<file path="src/rtl/fetch_stage.sv">
// Instruction-fetch stage and IF/ID pipeline register for a 5-stage MIPS pipeline.
// Optional performance counters are enabled by defining FETCH_PERF_CNT_EN.
module fetch_stage #(
    parameter int unsigned       ADDR_W   = 32,
    parameter logic [ADDR_W-1:0] RESET_PC = '0
) (
    input  logic              clk,
    input  logic              reset,
    input  logic              stall,
    input  logic              branchTaken,
    input  logic [ADDR_W-1:0] branchTarget,
    output logic [ADDR_W-1:0] imemAddr,
    input  logic [31:0]       imemData,
    output logic [31:0]       ifidInstr,
    output logic [ADDR_W-1:0] ifidPcPlus4,
    output logic              ifidValid,
    output logic [5:0]        opcode
`ifdef FETCH_PERF_CNT_EN
    ,
    output logic [31:0]       fetchCount,
    output logic [31:0]       bubbleCount
`endif
);

    localparam int unsigned INSTR_W = 32;
    localparam int unsigned OPC_W   = 6;
    localparam int unsigned OPC_LSB = INSTR_W - OPC_W;

    // Word alignment: the two low address bits are always cleared.
    localparam logic [ADDR_W-1:0] ALIGN_MASK  = ~ADDR_W'(3);
    localparam logic [ADDR_W-1:0] RESET_PC_AL = RESET_PC & ALIGN_MASK;
    localparam logic [ADDR_W-1:0] PC_STEP     = ADDR_W'(4);

    // Per-cycle fetch mode derived from the stall/branch inputs.
    localparam logic [1:0] MODE_RUN      = 2'd0;
    localparam logic [1:0] MODE_HOLD     = 2'd1;
    localparam logic [1:0] MODE_REDIRECT = 2'd2;

    logic [ADDR_W-1:0]  pc_q,       pc_d;
    logic [INSTR_W-1:0] instr_q,    instr_d;
    logic [ADDR_W-1:0]  pc_plus4_q, pc_plus4_d;
    logic               valid_q,    valid_d;

    logic [1:0]         mode_c;
    logic [ADDR_W-1:0]  pc_inc_c;
    logic [ADDR_W-1:0]  target_c;

    assign pc_inc_c = pc_q + PC_STEP;
    assign target_c = branchTarget & ALIGN_MASK;

    // Branch beats stall; stall beats normal fetch.
    always_comb begin
        mode_c = MODE_RUN;
        if (branchTaken) begin
            mode_c = MODE_REDIRECT;
        end else if (stall) begin
            mode_c = MODE_HOLD;
        end
    end

    // Next-state for PC and the IF/ID register.
    always_comb begin
        pc_d       = pc_q;
        instr_d    = instr_q;
        pc_plus4_d = pc_plus4_q;
        valid_d    = valid_q;
        case (mode_c)
            MODE_RUN: begin
                pc_d       = pc_inc_c;
                instr_d    = imemData;
                pc_plus4_d = pc_inc_c;
                valid_d    = 1'b1;
            end
            MODE_REDIRECT: begin
                pc_d       = target_c;
                instr_d    = '0;
                pc_plus4_d = '0;
                valid_d    = 1'b0;
            end
            default: begin
                pc_d       = pc_q;
                instr_d    = instr_q;
                pc_plus4_d = pc_plus4_q;
                valid_d    = valid_q;
            end
        endcase
    end

    always_ff @(posedge clk) begin
        if (reset) begin
            pc_q       <= RESET_PC_AL;
            instr_q    <= '0;
            pc_plus4_q <= '0;
            valid_q    <= 1'b0;
        end else begin
            pc_q       <= pc_d;
            instr_q    <= instr_d;
            pc_plus4_q <= pc_plus4_d;
            valid_q    <= valid_d;
        end
    end

    assign imemAddr    = pc_q;
    assign ifidInstr   = instr_q;
    assign ifidPcPlus4 = pc_plus4_q;
    assign ifidValid   = valid_q;
    assign opcode      = instr_q[OPC_LSB +: OPC_W];

`ifdef FETCH_PERF_CNT_EN
    localparam int unsigned CNT_W = 32;

    logic [CNT_W-1:0] fetch_cnt_q,  fetch_cnt_d;
    logic [CNT_W-1:0] bubble_cnt_q, bubble_cnt_d;

    // A cycle is either a real fetch or a bubble (stall or redirect), never both.
    always_comb begin
        fetch_cnt_d  = fetch_cnt_q;
        bubble_cnt_d = bubble_cnt_q;
        if (mode_c == MODE_RUN) begin
            fetch_cnt_d = fetch_cnt_q + CNT_W'(1);
        end else begin
            bubble_cnt_d = bubble_cnt_q + CNT_W'(1);
        end
    end

    always_ff @(posedge clk) begin
        if (reset) begin
            fetch_cnt_q  <= '0;
            bubble_cnt_q <= '0;
        end else begin
            fetch_cnt_q  <= fetch_cnt_d;
            bubble_cnt_q <= bubble_cnt_d;
        end
    end

    assign fetchCount  = fetch_cnt_q;
    assign bubbleCount = bubble_cnt_q;
`endif

endmodule

</file>
<file path="config.mk">
export PLATFORM = sky130hd
export DESIGN_NAME = fetch_stage
export DESIGN_NICKNAME = d
export VERILOG_FILES = /design/src/rtl/fetch_stage.sv
export SDC_FILE = /design/constraint.sdc
export NUM_CORES = 1
export LEC_CHECK = 0
export CAP_MARGIN = 5
export CORE_UTILIZATION = 35
export CTS_BUF_LIST = sky130_fd_sc_hd__clkbuf_8
export DETAILED_ROUTE_END_ITERATION = 8
export PLACE_DENSITY = 0.76
export SLEW_MARGIN = 20
export SYNTH_ARGS = -nofsm -noshare
export SYNTH_HDL_FRONTEND = slang
export SYNTH_SLANG_ARGS = --single-unit
</file>
<file path="constraint.sdc">
create_clock -name clk -period 3.3 [get_ports clk]
set_clock_uncertainty 0.15 [all_clocks]
set_input_delay 0.99 -clock clk [delete_from_list [all_inputs] [get_ports clk]]
set_output_delay 0.99 -clock clk [all_outputs]
set_load 0.02 [all_outputs]
</file>
**Yosys cells after proc, flatten, opt, wreduce, memory -nomap -nowiden**

Cells that the tools add are included.

- Input bits: 68
- Logic and storage cells: 14
- Output and inout port bits: 103
- Flip-flop bits (word level): 97

- Reductions and logical operators: 2
- Mux-type cells: 6
- Add/subtract/negate cells: 1
- Equal/unequal tests: 1

Operators with widths:

| cell | number |
|---|---|
| 32-bit one-hot mux with 2 select lines | 3 |
| 32-bit by 3-bit adder with 32-bit output, second input constant | 1 |
| 2-bit equality test, second input constant | 1 |
| 2-bit logical NOT | 1 |
| 2-bit 2-to-1 mux | 1 |
| 1-bit one-hot mux with 2 select lines | 1 |
| 2-bit nonzero test | 1 |
| 1-bit 2-to-1 mux | 1 |

**Logic depth before layout (Yosys ltp)**

Gate-level depths: netlist of the first run.

- Word-level depth: 4
- Mapped depth: 8

**Least setup slack after synthesis of the first run**

OpenSTA, ideal clock, no wires.

- Kind: flip-flop to flip-flop
- From: register pc_q[2], in the netlist imemAddr[2]
- To: register pc_q[30], in the netlist imemAddr[30]
- Buffers on the path: 0
- Stages on the path, launching flop included: 7
- Arrival time: 1.995 ns
- Setup time: 0.079 ns
- Required time: 3.071 ns
- Setup slack: 1.076 ns
- Path through: dfxtp_1 ha_1 nand3_1 nor3_2 nand4_1 or3_1 o211ai_1

- Longest elaborated chain between the ends: 2

Ends and longest elaborated chain:

| item | line | RTL |
|---|---|---|
| from (decl) | 39 | `logic [ADDR_W-1:0] pc_q, pc_d;` |
| from (signal assigned) | 96 | `pc_q <= pc_d;` |
| 32-bit by 3-bit adder with 32-bit output | 48 | `assign pc_inc_c = pc_q + PC_STEP;` |
| 32-bit one-hot mux with 2 select lines | 67 | `case (mode_c)` |

Every way passes these cells.
A chain may end at the register's enable or synchronous reset.

**Worst setup path after layout of the first run**

- From: register pc_q[19], in the netlist imemAddr[19]
- To: output imemAddr[19]

RTL lines:

| item | line | RTL |
|---|---|---|
| to (decl) | 12 | `output logic [ADDR_W-1:0] imemAddr,` |

No word-level cell between the ends.

==> results of run 1 <==
==> per-stage QoR <==
| stage | setup slack, ns | total power, mW | instance area (µm²) | util |
|---|---|---|---|---|
| 3_5_place_dp | 0.373 | 1.71 | 6110 | 0.501 |
| 5_1_grt | 0.447 | 2.48 | 6280 | 0.514 |
| 6_report | 0.548 | 2.36 | 6280 | 0.514 |
| 3_3_place_gp | 0.453 | 1.69 | 6110 | 0.501 |
| 2_1_floorplan | 1.08 | 1.49 | 4460 | - |
| 4_1_cts | 0.538 | 2.39 | 6280 | 0.514 |
==> worst min-delay path, delay by kind of cell (launching register included) <==
| kind | cells | cell delay, ns |
|---|---|---|
| flip-flops | 1 | 0.32 |
| AND/OR/NAND/NOR | 1 | 0.05 |
| AO/OA/AOI/OAI | 1 | 0.05 |
==> final cells by class <==
class	count	share of cell area
flip-flops and latches	94	0.300
clock inverters	5	0.00458
well taps	168	0.0335
multi-input cells	364	0.358
repair buffers	176	0.275
inverters	13	0.00777
clock buffers	10	0.0219
==> power groups by stage <==
stage          registers [mW]  logic (mW)  clock network, mW
2_1_floorplan            1.31       0.179                  0
3_3_place_gp             1.27       0.427                  0
3_5_place_dp             1.27       0.435                  0
4_1_cts                  1.24       0.437              0.709
5_1_grt                  1.25       0.467              0.754
6_report                 1.24       0.433              0.687
==> synth_stat cells (2+ instances only) <==
cell / n / share of area
sky130_fd_sc_hd__a2111oi_0: 2 / 0.0039
sky130_fd_sc_hd__a21oi_1: 48 / 0.054
sky130_fd_sc_hd__a221oi_1: 2 / 0.0039
sky130_fd_sc_hd__and3_1: 3 / 0.0042
sky130_fd_sc_hd__and3_2: 3 / 0.0051
sky130_fd_sc_hd__and4_1: 2 / 0.0039
sky130_fd_sc_hd__and4_2: 2 / 0.0045
sky130_fd_sc_hd__buf_1: 2 / 0.0017
sky130_fd_sc_hd__buf_2: 6 / 0.0067
sky130_fd_sc_hd__buf_4: 11 / 0.019
sky130_fd_sc_hd__buf_6: 2 / 0.0051
sky130_fd_sc_hd__clkbuf_1: 23 / 0.019
sky130_fd_sc_hd__dfxtp_1: 94 / 0.42
sky130_fd_sc_hd__inv_1: 13 / 0.011
sky130_fd_sc_hd__mux2i_1: 38 / 0.085
sky130_fd_sc_hd__nand2_1: 32 / 0.027
sky130_fd_sc_hd__nand3_1: 16 / 0.018
sky130_fd_sc_hd__nand4_1: 12 / 0.017
sky130_fd_sc_hd__nor2_1: 72 / 0.061
sky130_fd_sc_hd__nor2b_1: 8 / 0.011
sky130_fd_sc_hd__nor3_1: 13 / 0.015
sky130_fd_sc_hd__nor3b_1: 3 / 0.0051
sky130_fd_sc_hd__nor4_1: 7 / 0.0098
sky130_fd_sc_hd__o211ai_1: 3 / 0.0051
sky130_fd_sc_hd__o21a_1: 10 / 0.017
sky130_fd_sc_hd__o21ai_0: 25 / 0.028
sky130_fd_sc_hd__or3_1: 4 / 0.0056
sky130_fd_sc_hd__xnor2_1: 18 / 0.035
sky130_fd_sc_hd__xor2_1: 29 / 0.057
==> routing by layer <==
metal	global-route usage	up-vias	part of all wire	wire length, µm
met5	0	-	0	0
met4	0.0675	0	0.013	170
met3	0.0685	16	0.088	1120
met2	0.345	155	0.48	6140
met1	0.220	1936	0.41	5230
li1	-	2031	-	-
==> flip-flops by register name (all words and copies together), names as in the netlist <==
name         cells
ifidValid        1
ifidInstr       32
imemAddr        30
ifidPcPlus4     31
==> worst paths after layout <==
check / startpoint / endpoint
max: imemAddr[19] / imemAddr[19]
max reg2reg: imemAddr[2] / imemAddr[18]
min reg2reg: ifidPcPlus4[10] / ifidPcPlus4[10]
min: ifidPcPlus4[10] / ifidPcPlus4[10]
==> logic make-up after synthesis <==
group	after synthesis	share of synthesized area
and+or+nand+nor	184	0.206
DFF	94	0.422
AOI/OAI and AO/OA	92	0.116
xor gates and xnor gates	47	0.0924
adders and majority gates	1	0.00281
muxes	38	0.0853
other	1	0.000841
buffers and inverters	60	0.0744
==> results_dict.tcl, run 1 <==
set metrics [dict create \
    outcome "finished clean" \
    drt_drc_violations_left 0 \
    final_nets 727 \
    r2r_slack_ns 0.87 \
    hold_slack_ns 0.309 \
    pwr-share-comb 0.183 \
    ys_ff_latch 94 \
    layout.cells.most_common_list "sky130_fd_sc_hd__clkdlybuf4s50_1, sky130_fd_sc_hd__dfxtp_1, sky130_fd_sc_hd__nor2_1, sky130_fd_sc_hd__a21oi_1, sky130_fd_sc_hd__mux2i_1" \
    seq_area_frac_synth 0.422 \
    critical_path_depth 1 \
    clock.fmax_mhz 363 \
    finalSetupViolations 0 \
    ff2ff_path_depth 6 \
    synth_area_um2 4460 \
    critical_path_buf_inv_count 1 \
    synth_top_flop_cell "sky130_fd_sc_hd__dfxtp_1" \
    share_seq_of_total_power 0.526 \
    worst_ir_drop_vdd_mv 0.274 \
    syn-mean-instance-area_um2 8.62 \
    timing.final.crit_period_ns 2.75 \
    clk_path_buf_depth 2 \
    ant_nets 0 \
    cts_root_buf "sky130_fd_sc_hd__clkbuf_8" \
    timing_hold_violations_final 0 \
    grt_max_degree 43 \
    detailedRoute.firstPassIterationCount 4 \
    sw_frac_of_total 0.283 \
    total_congestion_overflow_after_global_routing 0 \
    fin_cells 830 \
    asr_flop_ratio_synth 0 \
    power.switching_mw 0.668 \
    place_hpwl_um 9350 \
    crit_family "buffers and inverters" \
    rsz_0062_raised_after_global_routing "no" \
    netlist-cell-type-count 43 \
    period_utilization 0.834 \
    edff_count_synth 0 \
    detailed_route_wl_um 12700 \
    worst-setup-path-type "reg2out" \
    grt_util_all_layers 0.196 \
    insertion_delay_ns 0.36 \
    numClockSinks 94 \
    cts.reportedPaths.clkPinSlew_ns 0.09 \
    post_drt_via_cell_ratio 4.99 \
    final_layout_size_suffix_gt1_frac 0.0559 \
    io_buffer_count 166 \
    post_cts.repair.setup_buffers 0 \
    detailedRoute.firstIterationViolations 204 \
    grt_pass1_vias 4080 \
    fin_setup_tns_ns 0 \
    clockPowerShare 0.290 \
    area_of_the_multi_input_gates_um2 2250 \
    antenna-diode-count 0 \
    wire_length_of_the_first_global_routing_pass_um 20100 \
    endpoint_type_of_the_worst_setup_path "primary output" \
    floorplan.initialDensity 0.365 \
    cts_max_level 3 \
    crit_chain "clkdlybuf4s50_1" \
    postCtsHoldBufs 0 \
    cell_internal_pwr_mw 1.70 \
    max_slew_margin 0.475 \
    boundaryPins 171 \
    dr_total_vias 4138 \
    post_cts_resized 0 \
    avgRoutedWirePerCell_um 15.3 \
    crit_path_max_fanout 10 \
    maxCapViolations 0 \
    critical-path-slowest-cell "sky130_fd_sc_hd__clkdlybuf4s50_1" \
    required_ns 2.16 \
    critPathArrivalTime_ns 1.61 \
    hold_path_stages 2 \
    floorplan.die.width_um 115 \
    area.sequential_um2 1880 \
    hold_path_class "reg2reg" \
    power.static_leakage_nw 2.37 \
    nFillCells 1187 \
    numCtsBuffers 9 \
    worst_slew_pin_slew_ns 0.788 \
    die_area_um2 13200 \
    syn-instance-count 517 \
    antenna_found_initial 0 \
    tritoncts "yes" \
    coreArea_um2 12200 \
    layout_commonest_cell "sky130_fd_sc_hd__clkdlybuf4s50_1" \
    drv_slew 0 \
    dp_cells 815 \
    element_type_at_the_critical_path_start "flop" \
    synthesis_warnings 0 \
    die_h_um 115 \
    gp_congestion 0.875 \
    cpPeakStageDelay_ns 0.68 \
    power_density_nw_per_um2 376 \
    core.rowCount 40 \
    area.growth.synth_to_final_pct 40.9 \
]
No activity file was read; power rests on OpenSTA's default activity.
==> inputs of run 2 (changes only) <==
Clock period 3.3 ns to 2.8 ns, I/O delays scaled along.
==> run 2 against run 1 <==
- hold slack is essentially flat
- power grew 26%
- design area increased by 1.4%
- worst setup slack got worse by 0.37 ns
- core utilization grew 0.72 points
- critical path depth unchanged
- routed wire length grew 0.85%
- sequential share of layout area is 0.41 points lower
- via count grew 1.2%
- critical endpoint unchanged
- largest cell class unchanged
==> results_dict.tcl, run 2 (same netlist as run 1, synthesis figures left out) <==
set metrics [dict create \
    cts_root_buf "sky130_fd_sc_hd__clkbuf_8" \
    utilization 0.522 \
    floorplan.initialDensity 0.365 \
    total_power_mw 2.97 \
    fin_cells 834 \
    gp_congestion 0.858 \
    rsz_0062_raised_after_global_routing "no" \
    required_ns 1.81 \
    post_cts.repair.setup_buffers 0 \
    power.switching_mw 0.808 \
    crit_family "buffers and inverters" \
    die_h_um 115 \
    timing.rr.end "imemAddr[30]" \
    place_hpwl_um 9330 \
    postCtsHoldBufs 0 \
    critical_path_buf_inv_count 1 \
    wire_length_of_the_first_global_routing_pass_um 20100 \
    tritoncts "yes" \
    crit_chain "clkdlybuf4s50_1" \
    timing.critical_path.to "imemAddr[19]" \
    drv_slew 0 \
    pwr-share-comb 0.173 \
    clk_path_buf_depth 2 \
    boundaryPins 171 \
    total_congestion_overflow_after_global_routing 0 \
    timing_hold_violations_final 0 \
    cts_max_level 3 \
    endpoint_type_of_the_worst_setup_path "primary output" \
    worstReg2RegStart "imemAddr[3]" \
    layout_commonest_cell "sky130_fd_sc_hd__clkdlybuf4s50_1" \
    finalSetupViolations 0 \
    cpPeakStageDelay_ns 0.69 \
    io_buffer_count 166 \
    core.rowCount 40 \
    power_density_nw_per_um2 467 \
    sw_frac_of_total 0.272 \
    final_nets 731 \
    grt_util_all_layers 0.197 \
    clock.fmax_mhz 382 \
    antenna_found_initial 0 \
    worst_slew_pin_slew_ns 0.783 \
    critical_path_depth 1 \
    die_area_um2 13200 \
    grt_max_degree 49 \
    numCtsBuffers 9 \
    clockPowerShare 0.333 \
    dr_total_vias 4189 \
    ant_nets 0 \
    detailedRoute.firstPassIterationCount 5 \
    worst_ir_drop_vdd_mv 0.351 \
    crit_path_max_fanout 10 \
    coreArea_um2 12200 \
    max_slew_margin 0.478 \
    final_layout_size_suffix_gt1_frac 0.0646 \
    outcome "finished clean" \
    summed_area_of_non_filler_cells_in_the_final_layout_um2 6370 \
    timing.final.crit_period_ns 2.62 \
    post_cts_resized 0 \
    routed-wl-met3_um 1200 \
    share_seq_of_total_power 0.493 \
    fin_setup_tns_ns 0 \
    routed-wl-met2_um 6080 \
    insertion_delay_ns 0.37 \
    dp_cells 819 \
    period_utilization 0.935 \
    r2r_slack_ns 0.51 \
    hold_path_class "reg2reg" \
    top_signal_layer_used "met4" \
    cts.reportedPaths.clkPinSlew_ns 0.10 \
    critPathLaunch "imemAddr[19]" \
    ff2ff_path_depth 6 \
    detailedRoute.firstIterationViolations 245 \
    layout.cells.most_common_list "sky130_fd_sc_hd__clkdlybuf4s50_1, sky130_fd_sc_hd__dfxtp_1, sky130_fd_sc_hd__nor2_1, sky130_fd_sc_hd__a21oi_1, sky130_fd_sc_hd__mux2i_1" \
    dpl_cell_area_um2 6160 \
    worst-setup-path-type "reg2out" \
    critical-path-slowest-cell "sky130_fd_sc_hd__clkdlybuf4s50_1" \
    drt_drc_violations_left 0 \
    numClockSinks 94 \
    power.static_leakage_nw 2.41 \
    critPathArrivalTime_ns 1.63 \
    element_type_at_the_critical_path_start "flop" \
    post_drt_via_cell_ratio 5.02 \
    maxCapViolations 0 \
    antenna-diode-count 0 \
    avgRoutedWirePerCell_um 15.3 \
    routedLengthMet1_um 5220 \
    floorplan.die.width_um 115 \
    largest_register_ffs 32 \
    detailed_route_wl_um 12800 \
    cell_internal_pwr_mw 2.16 \
    grt_pass1_vias 4058 \
    area.growth.synth_to_final_pct 42.9 \
]
run 2: cell count changes in the layout (fill, tap and decap cells not counted):
cell	delta
sky130_fd_sc_hd__buf_4	+3
sky130_fd_sc_hd__bufinv_16	+2
sky130_fd_sc_hd__inv_1	-2
sky130_fd_sc_hd__buf_12	+1
sky130_fd_sc_hd__clkbuf_8	-1
sky130_fd_sc_hd__clkinv_2	+1
sky130_fd_sc_hd__clkinv_4	+1
sky130_fd_sc_hd__clkinvlp_4	-1
run 2: worst reg2reg max path: stages, from the launching register on:
cell                       delay (ns)
sky130_fd_sc_hd__dfxtp_1         0.43
sky130_fd_sc_hd__ha_1            0.26
sky130_fd_sc_hd__nand3_1         0.32
sky130_fd_sc_hd__nor3_2          0.35
sky130_fd_sc_hd__nand4_1         0.22
sky130_fd_sc_hd__or3_1           0.39
sky130_fd_sc_hd__o211ai_1        0.09
run 2: layer usage:
layer / global-route usage / vias to the layer above
li1: - / 2038
met1: 0.226 / 1941
met2: 0.335 / 187
met3: 0.0648 / 23
met4: 0.0814 / 0
met5: 0 / -
run 2: final cells by class:
type / count / area (µm²)
Clock buffer: 9 / 124
Sequential cell: 94 / 1880
Clock inverter: 6 / 87.6
Fill cell: 1142 / 5840
Timing Repair Buffer: 180 / 1770
Inverter: 13 / 48.8
Multi-Input combinational cell: 364 / 2250
Tap cell: 168 / 210
run 2: power groups by stage:
stage / combinational [mW] / clock [mW] / sequential (mW)
final: 0.515 / 0.991 / 1.47
after global routing: 0.554 / 1.08 / 1.48
after CTS: 0.520 / 1.02 / 1.47
after detailed placement: 0.517 / 0 / 1.50
after global placement: 0.510 / 0 / 1.49
after floorplan: 0.211 / 0 / 1.55
run 2: worst min path at each step:
stage	startpoint	end	slack [ns]	cells after the start
6_report	ifidPcPlus4[4]	ifidPcPlus4[4]	0.31	2
5_1_grt	ifidPcPlus4[4]	ifidPcPlus4[4]	0.33	2
4_1_cts	ifidPcPlus4[4]	ifidPcPlus4[4]	0.31	2
3_5_place_dp	ifidPcPlus4[4]	ifidPcPlus4[4]	0.30	2
3_3_place_gp	ifidPcPlus4[4]	ifidPcPlus4[4]	0.29	2
2_1_floorplan	ifidPcPlus4[10]	ifidPcPlus4[10]	0.38	2
run 2: stage by stage:
step	worst slack, ns	hold slack [ns]
final	0.182	0.309
after global routing	0.121	0.329
after CTS	0.166	0.312
after detailed placement	0.215	0.298
after global placement	0.292	0.294
after floorplan	0.576	0.380
